**src/rtl/clk_mon_ctrl.sv**
```systemverilog
// ============================================================================
// Module      : clk_mon_ctrl
// Description : Clock-monitor measurement sequencer. Opens a programmable gate
//               window on one or both monitor channels (core clock on bit 0,
//               user clock on bit 1), enables the pad output only inside that
//               window, and counts synchronized rising edges of the monitored
//               clock while the window is open.
//               Optional macro CLK_MON_IRQ_EN adds a sticky completion
//               interrupt (irq) with a clear input (irq_clr).
// Revision    : 1.0 - initial release
// ============================================================================
`default_nettype none

module clk_mon_ctrl #(
    parameter int WINDOW_W    = 16,
    parameter int CNT_W       = 16,
    parameter int SYNC_STAGES = 2
) (
    input  logic                clock,
    input  logic                resetb,
    input  logic                start,
    input  logic [1:0]          mode,
    input  logic [WINDOW_W-1:0] window,
    input  logic [1:0]          mon_in,
`ifdef CLK_MON_IRQ_EN
    input  logic                irq_clr,
    output logic                irq,
`endif
    output logic [1:0]          mon_oe,
    output logic                busy,
    output logic                done,
    output logic [CNT_W-1:0]    count0,
    output logic [CNT_W-1:0]    count1,
    output logic [1:0]          sat,
    output logic                err
);

    localparam logic [1:0] S_IDLE = 2'd0;
    localparam logic [1:0] S_ARM  = 2'd1;
    localparam logic [1:0] S_GATE = 2'd2;
    localparam logic [1:0] S_DONE = 2'd3;

    localparam logic [1:0] c_MODE_CH1  = 2'b01;
    localparam logic [1:0] c_MODE_BOTH = 2'b10;
    localparam logic [1:0] c_MODE_BAD  = 2'b11;

    localparam logic [CNT_W-1:0]    c_CNT_MAX = {CNT_W{1'b1}};
    localparam logic [CNT_W-1:0]    c_CNT_ONE = {{(CNT_W-1){1'b0}}, 1'b1};
    localparam logic [WINDOW_W-1:0] c_WIN_ONE = {{(WINDOW_W-1){1'b0}}, 1'b1};

    logic [1:0]          r_state;
    logic [1:0]          w_state_nxt;
    logic [1:0]          r_sync [SYNC_STAGES];
    logic [1:0]          r_prev;
    logic [1:0]          w_edge;
    logic [1:0]          r_mode;
    logic [WINDOW_W-1:0] r_win;
    logic [WINDOW_W-1:0] r_down;
    logic                r_ch;
    logic [CNT_W-1:0]    r_count0;
    logic [CNT_W-1:0]    r_count1;
    logic [1:0]          r_sat;
    logic                r_err;
    logic                w_accept;
    logic                w_illegal;
    logic                w_last_gate;
    logic [1:0]          w_mon_oe;
    logic                w_busy;
    logic                w_done;

    // Synchronize the asynchronous monitor clocks and keep the previous sample
    always_ff @(posedge clock or negedge resetb) begin
        if (!resetb) begin
            for (int s = 0; s < SYNC_STAGES; s++) begin
                r_sync[s] <= 2'b00;
            end
            r_prev <= 2'b00;
        end else begin
            r_sync[0] <= mon_in;
            for (int s = 1; s < SYNC_STAGES; s++) begin
                r_sync[s] <= r_sync[s-1];
            end
            r_prev <= r_sync[SYNC_STAGES-1];
        end
    end

    assign w_edge      = r_sync[SYNC_STAGES-1] & ~r_prev;
    assign w_accept    = (r_state == S_IDLE) && start && (mode != c_MODE_BAD);
    assign w_illegal   = (r_state == S_IDLE) && start && (mode == c_MODE_BAD);
    assign w_last_gate = (r_down == c_WIN_ONE);

    // State register
    always_ff @(posedge clock or negedge resetb) begin
        if (!resetb) begin
            r_state <= S_IDLE;
        end else begin
            r_state <= w_state_nxt;
        end
    end

    // Next-state decode; channel 0 of a dual run returns to ARM for channel 1
    always_comb begin
        w_state_nxt = r_state;
        case (r_state)
            S_IDLE: begin
                if (w_accept) begin
                    w_state_nxt = S_ARM;
                end
            end
            S_ARM: begin
                w_state_nxt = (r_win == '0) ? S_DONE : S_GATE;
            end
            S_GATE: begin
                if (w_last_gate) begin
                    w_state_nxt = ((r_mode == c_MODE_BOTH) && !r_ch) ? S_ARM : S_DONE;
                end
            end
            S_DONE: begin
                w_state_nxt = S_IDLE;
            end
            default: begin
                w_state_nxt = S_IDLE;
            end
        endcase
    end

    // Outputs decoded from the state: pad enable only while gating
    always_comb begin
        w_mon_oe = 2'b00;
        w_busy   = 1'b0;
        w_done   = 1'b0;
        case (r_state)
            S_ARM: begin
                w_busy = 1'b1;
            end
            S_GATE: begin
                w_busy   = 1'b1;
                w_mon_oe = r_ch ? 2'b10 : 2'b01;
            end
            S_DONE: begin
                w_done = 1'b1;
            end
            default: begin
                w_busy = 1'b0;
            end
        endcase
    end

    // Measurement datapath: latch request, arm window, count gated edges
    always_ff @(posedge clock or negedge resetb) begin
        if (!resetb) begin
            r_mode   <= 2'b00;
            r_win    <= '0;
            r_down   <= '0;
            r_ch     <= 1'b0;
            r_count0 <= '0;
            r_count1 <= '0;
            r_sat    <= 2'b00;
            r_err    <= 1'b0;
        end else begin
            r_err <= w_illegal;
            case (r_state)
                S_IDLE: begin
                    if (w_accept) begin
                        r_mode <= mode;
                        r_win  <= window;
                        r_ch   <= (mode == c_MODE_CH1);
                    end
                end
                S_ARM: begin
                    r_down <= r_win;
                    if (r_ch) begin
                        r_count1 <= '0;
                        r_sat[1] <= 1'b0;
                    end else begin
                        r_count0 <= '0;
                        r_sat[0] <= 1'b0;
                    end
                end
                S_GATE: begin
                    r_down <= r_down - c_WIN_ONE;
                    if (w_state_nxt == S_ARM) begin
                        r_ch <= 1'b1;
                    end
                    // Saturate rather than wrap; a dropped edge marks the channel
                    if (!r_ch && w_edge[0]) begin
                        if (r_count0 == c_CNT_MAX) begin
                            r_sat[0] <= 1'b1;
                        end else begin
                            r_count0 <= r_count0 + c_CNT_ONE;
                        end
                    end
                    if (r_ch && w_edge[1]) begin
                        if (r_count1 == c_CNT_MAX) begin
                            r_sat[1] <= 1'b1;
                        end else begin
                            r_count1 <= r_count1 + c_CNT_ONE;
                        end
                    end
                end
                default: begin
                    r_ch <= r_ch;
                end
            endcase
        end
    end

`ifdef CLK_MON_IRQ_EN
    logic r_irq;

    // Sticky interrupt; a completion in the same cycle as a clear keeps it set
    always_ff @(posedge clock or negedge resetb) begin
        if (!resetb) begin
            r_irq <= 1'b0;
        end else if (w_done) begin
            r_irq <= 1'b1;
        end else if (irq_clr) begin
            r_irq <= 1'b0;
        end
    end

    assign irq = r_irq | w_done;
`endif

    assign mon_oe = w_mon_oe;
    assign busy   = w_busy;
    assign done   = w_done;
    assign count0 = r_count0;
    assign count1 = r_count1;
    assign sat    = r_sat;
    assign err    = r_err;

endmodule

`default_nettype wire

```
**config.mk**
```make
export PLATFORM = sky130hd
export DESIGN_NAME = clk_mon_ctrl
export DESIGN_NICKNAME = d
export VERILOG_FILES = /design/src/rtl/clk_mon_ctrl.sv
export SDC_FILE = /design/constraint.sdc
export NUM_CORES = 1
export LEC_CHECK = 0
export ABC_AREA = 1
export CAP_MARGIN = 15
export CORE_UTILIZATION = 25
export DETAILED_ROUTE_END_ITERATION = 8
export PLACE_DENSITY_LB_ADDON = 0.1
export SYNTH_ARGS = -nofsm -noshare
export SYNTH_HDL_FRONTEND = slang
export SYNTH_SLANG_ARGS = --single-unit
```
**constraint.sdc**
```tcl
create_clock -name clock -period 4.5 [get_ports clock]
set_clock_uncertainty 0.1 [all_clocks]
set_input_delay 1.35 -clock clock [delete_from_list [all_inputs] [get_ports clock]]
set_output_delay 1.35 -clock clock [all_outputs]
set_load 0.005 [all_outputs]
```
Word level (Yosys, flattened, before mapping)
Cells that the tools add are included.
Storage, ports and cells
  bits in registers: 78
  output and inout port bits: 39
  word-level logic and storage cells: 85
Cells by class
  add/subtract/negate cells: 3
  reductions and logical operators: 18
  multiplexer cells: 28
  bitwise operators: 2
  equality and inequality tests: 21
Operators by type and width (number)
  $mux 16: 6
  $pmux 16 s2: 3
  $add 16x1->16 const B: 2
  $eq 16x16->1 const B: 2
  $ne 2x2->1 const B: 11
  $eq 16x1->1 const B: 1
  $logic_not 16->1: 1
  $reduce_and 4->1: 4
  $sub 16x1->16 const B: 1
  $mux 1: 11
  $mux 2: 5
  $eq 2x2->1 const B: 4
  $pmux 2 s4: 1
  $eq 2x1->1 const B: 3
  $logic_and 1x1->1: 6
  $pmux 2 s2: 1
  $reduce_bool 2->1: 2
  $reduce_and 3->1: 1
  $and 2x2->2: 1
  $logic_not 2->1: 1
  $not 2->2: 1
  $pmux 1 s2: 1
  $reduce_and 2->1: 1
  $reduce_or 2->1: 1
  $logic_not 1->1: 1

Longest topological paths before layout
  depth after elaboration: 8
  depth in mapped cells: 12
  gate-level depth less buffers: 11

Least setup slack after synthesis
Ideal clock, no wire load.
  path kind: register to output
  start point: reg r_state[0]
  end point: out mon_oe[1]
  stages on the path, launching flop included: 7
  arrival time: 1.366 ns
  path slack: 1.684 ns
  required time: 3.050 ns
  cells stage by stage: dfrtp_1 > inv_1 > ha_1 > clkbuf_1 > clkbuf_1 > nand2_1 > inv_1
On the way
  longest elaborated chain between the ends: 2
RTL lines
  start: declaration: line 51  | logic [1:0] r_state;
  start signal: assignment: line 97  | r_state <= w_state_nxt;
  $eq 2x2->1: line 132  | case (r_state)
  $mux 2: line 132
  end: declaration: line 29  | output logic [1:0] mon_oe,
No other way between the ends.

Final worst setup path
Same ends and word-level chain as after synthesis.

==> results.md <==
Worst setup path:
- The worst setup path is of the register to primary output kind.
- The kind of cell adding the most delay to the critical path is buffers and inverters.
- The delay of the slowest cell on the worst path is around 0.49 ns.
- The signal on the critical path passes through inv_1 > ha_1 > buf_4 > nand2_1 > inv_1 > clkdlybuf4s50_1.
- The worst setup path is launched from a register.
- The standard cell with the maximum stage delay on the critical path is sky130_fd_sc_hd__clkdlybuf4s50_1.
- The arrival time at the worst endpoint is 2.17 ns.
- The most numerous cell on the critical path is sky130_fd_sc_hd__inv_1.
- The buffers plus inverters on the worst setup path is 4.
- The data required time at the worst endpoint is ~3 ns.
- The element type at the critical path end is a primary output.
- The maximum fanout encountered on the critical timing path is 38.

Global route:
- The number of antenna violations at the first check in global routing is 0.
- The via count of the first global-routing pass is 3752.
- The total global routing track utilization is 13.4%.
- The largest net degree at the start of global routing is 39.
- The residual overflow from global routing is 0.
- The first global-routing pass estimated ~19000 um of wire.

Power and ir drop:
- For this design the static power due to leakage is ~0.0024 uW.
- The completed layout was analyzed and its total power is 3060 uW.
- The ratio of total power to cell area is about 560 nW/um^2.
- The worst-case vdd ir drop is 0.254 mV.

Timing:
- The smallest clock period supported by the final layout is computed as between 3 and 4 ns.
- The upper clock frequency limit is 0.276 GHz.
- The final hold violation count is 0.
- Measured against its own limit, the worst slew margin works out to about 53%.
- The total setup violations reported at the end of the flow is 0.
- The pin slew with the least headroom to its limit is roughly 0.7 ns.
- The portion of the clock cycle consumed by the worst path in the final layout is 80.4%.
- Setup total negative slack on the finished layout was measured at 0 ns.
- The number of pins with negative max-slew slack in the final report was 0.
- Setup repair after global routing left no endpoint under its margin.

Floorplan:
- The core area is around 17000 sq um.
- The initial utilization of the core area, before any placement, comes to 25.9%.
- The I/O pin count is just over 60.
- Measured along the x axis, the die boundary spans 134 um.
- In this run the core area contains between 40 and 50 standard-cell rows.
- The die covers about 18000 sq um.
- The die is roughly 130 um tall.

Routing:
- The number of optimization iterations in the first detailed-route pass is 4.
- In the routed design, unresolved DRC markers number 0.
- The mean number of vias per cell is between 4 and 5.
- For this block, the initial DRC count from the detailed router was between 200 and 250.
- The via count is roughly 3.9k.
- The wire length per cell is between 10 and 15 um.
- The number of antenna-violating nets in the routed design is 0.
- For this block, the routed nets add up to approximately 11000 um of wire.

Run status:
- The run finished with clean final reports.

Synthesis:
- The number of distinct library cells after synthesis is 33.
- The proportion of synthesized chip area in sequential cells is between 40% and 50%.
- The dominant register cell in the synthesized netlist is sky130_fd_sc_hd__dfrtp_1.
- The post-synthesis instance total is around 580.
- The synthesized design contains between 70 and 80 register bits.
- In this run, synthesis inferred 0 flip-flops with an integrated enable.
- The number of nets produced by synthesis is slightly above 600.
- The synthesized area is between 4000 and 5000 sq um.
- The post-synthesis area per instance is 7.56 sq um.
- After synthesis, the share of flip-flops with an asynchronous set or reset is 100%.
- For this run, the number of Yosys warnings is 0.

Placement:
- At the end of routability-driven placement, the weighted congestion stood at 0.802.
- After detailed placement, the design holds a cell count of between 800 and 900.
- Port buffering added between 60 and 70 buffers.
- Summed over all nets, the half-perimeter wirelength after detailed placement is about 8200 um.

Clock network:
- The clock slew at the register clock pins of the worst setup and hold paths is roughly 0.060 ns.
- Once the clock tree was built, the resizer swapped 0 gates to a different size.
- The clock root buffer is sky130_fd_sc_hd__clkbuf_16.
- The tree built by TritonCTS fans out to approximately 80 sinks.
- After clock tree synthesis, the flow added hold-fix buffers numbering 0.
- Post-CTS timing repair inserted 0 buffers for setup.
- The TritonCTS buffer count is 9.
- Clock latency on the worst-skew pair, taken at its later pin, is between 0.3 and 0.4 ns.
- TritonCTS built the clock tree.
- The H-tree depth is 3.
- The number of buffers between clock root and the deepest sink is 2.

Job:
- Max-cap violations in this run came to 0.

Final layout:
- The number of standard cells in the final layout excluding fillers is around 860.
- Of the cells placed in the final design, the portion with a size suffix greater than 1 is approximately 6.3%.
- After the last flow step, the layout net total stands at ~670.
- Cells fill 32.6% of the core in the end.
- The number of diodes is 0.
- Relative to the synthesized area, the layout overhead comes to 25.9%.
- The layout has about 1.8k filler cells.

Worst hold path:
- The class of the worst hold path is register to register.
==> stage by stage <==
| stage | area (sq um) | hold WS, ns | worst slack, ns |
|---|---|---|---|
| global route | 5470 | 0.265 | 0.756 |
| finish | 5470 | 0.247 | 0.883 |
| detailed placement | 5180 | 0.236 | 1.03 |
| floorplan | 4340 | 0.231 | 1.68 |
| global placement | 5180 | 0.236 | 1.10 |
| CTS | 5470 | 0.250 | 0.852 |
==> registers in the layout, indices dropped and copies added (netlist names) <==
signal   cells
r_down      16
r_sync       4
r_win       16
r_prev       2
r_mode       2
r_state      2
r_ch         1
count0      16
err          1
sat          2
count1      16
==> synthesized netlist by cell type, types with 5 or more instances <==
library cell	instances	area share, %
sky130_fd_sc_hd__o21ai_1	6	0.69
sky130_fd_sc_hd__o21ai_0	58	6.7
sky130_fd_sc_hd__xor2_1	14	2.8
sky130_fd_sc_hd__nor2_1	67	5.8
sky130_fd_sc_hd__a21oi_1	28	3.2
sky130_fd_sc_hd__clkbuf_1	10	0.86
sky130_fd_sc_hd__or2_2	5	0.72
sky130_fd_sc_hd__ha_1	9	2.6
sky130_fd_sc_hd__inv_1	66	5.7
sky130_fd_sc_hd__nor3_1	8	0.92
sky130_fd_sc_hd__nand3_1	39	4.5
sky130_fd_sc_hd__dfrtp_1	78	45
sky130_fd_sc_hd__nand2_1	136	12
sky130_fd_sc_hd__nand4_1	17	2.4
==> report_power, final <==
| part | total, uW | switching [uW] | internal [uW] | leakage [uW] |
|---|---|---|---|---|
| sequential | 1040 | 147 | 896 | 0.00101 |
| clock | 710 | 293 | 418 | 0.000142 |
| combinational | 1300 | 884 | 419 | 0.00122 |
| total | 3060 | 1320 | 1730 | 0.00237 |
==> cell type report <==
type                    count  area [sq um]  share of cell area [%]
clock inverters             3          17.5                   0.320
repair buffers             65           638                    11.7
inverters                  68           263                    4.80
clock buffers              13           270                    4.94
well taps                 220           275                    5.03
flip-flops and latches     78          1950                    35.7
multi-input cells         412          2050                    37.5
==> worst register-to-register path: stages, from the launching register on <==
cell,delay (ns)
sky130_fd_sc_hd__dfrtp_1,0.42
sky130_fd_sc_hd__inv_1,0.14
sky130_fd_sc_hd__ha_1,0.19
sky130_fd_sc_hd__buf_4,0.40
sky130_fd_sc_hd__o21ai_0,0.21
sky130_fd_sc_hd__nor2_1,0.18
sky130_fd_sc_hd__nand2_1,0.09
sky130_fd_sc_hd__nand2_1,0.53
sky130_fd_sc_hd__inv_1,0.25
sky130_fd_sc_hd__o31ai_1,0.25
==> layout by cell type, fill, tap and decap left out, drive strengths merged, types with 2 or more instances in the layout <==
cell type and count:
nand4 17, clkdlybuf4s50 60, dfrtp 78, nand3 39, a31oi 4, a21oi 28
inv 67, nand2 140, o21ai 68, xor2 14, o31ai 2, clkbuf 13
nor3 9, ha 9, xnor2 2, clkinv 3, nor2 68, a31o 2
or2 5, buf 5
==> layer usage <==
| metal | global-route usage (%) | wire length, um |
|---|---|---|
| met1 | 19.0 | 5890 |
| met2 | 20.3 | 4880 |
| met3 | 2.61 | 433 |
| met4 | 4.55 | 146 |
| met5 | 0 | 0 |
==> cell families (layout without fill, tap and decap cells) <==
group | Yosys count | count (layout) | synth area share (%)
AND/OR/NAND/NOR | 280 | 280 | 27.9
AO/OA/AOI/OAI | 107 | 107 | 13.6
buffers and inverters | 85 | 149 | 7.81
flip-flops | 78 | 78 | 44.9
XOR/XNOR | 16 | 16 | 3.23
adder cells (fa/ha/maj) | 9 | 9 | 2.59
==> final timing paths <==
path | start | end | slack, ns | cells past startpoint
worst min-delay path | r_sync[2] | r_sync[0] | 0.25 | 0
worst max register to register | r_state[0] | count0[13] | 1.64 | 9
worst max-delay path | r_state[0] | mon_oe[1] | 0.88 | 6
worst min register to register | r_sync[2] | r_sync[0] | 0.25 | 0
min in group asynchronous | resetb | count1[4] | 0.85 | 1
max in group asynchronous | resetb | r_down[5] | 2.67 | 2
Note: power is estimated with default switching activity, not from simulation.
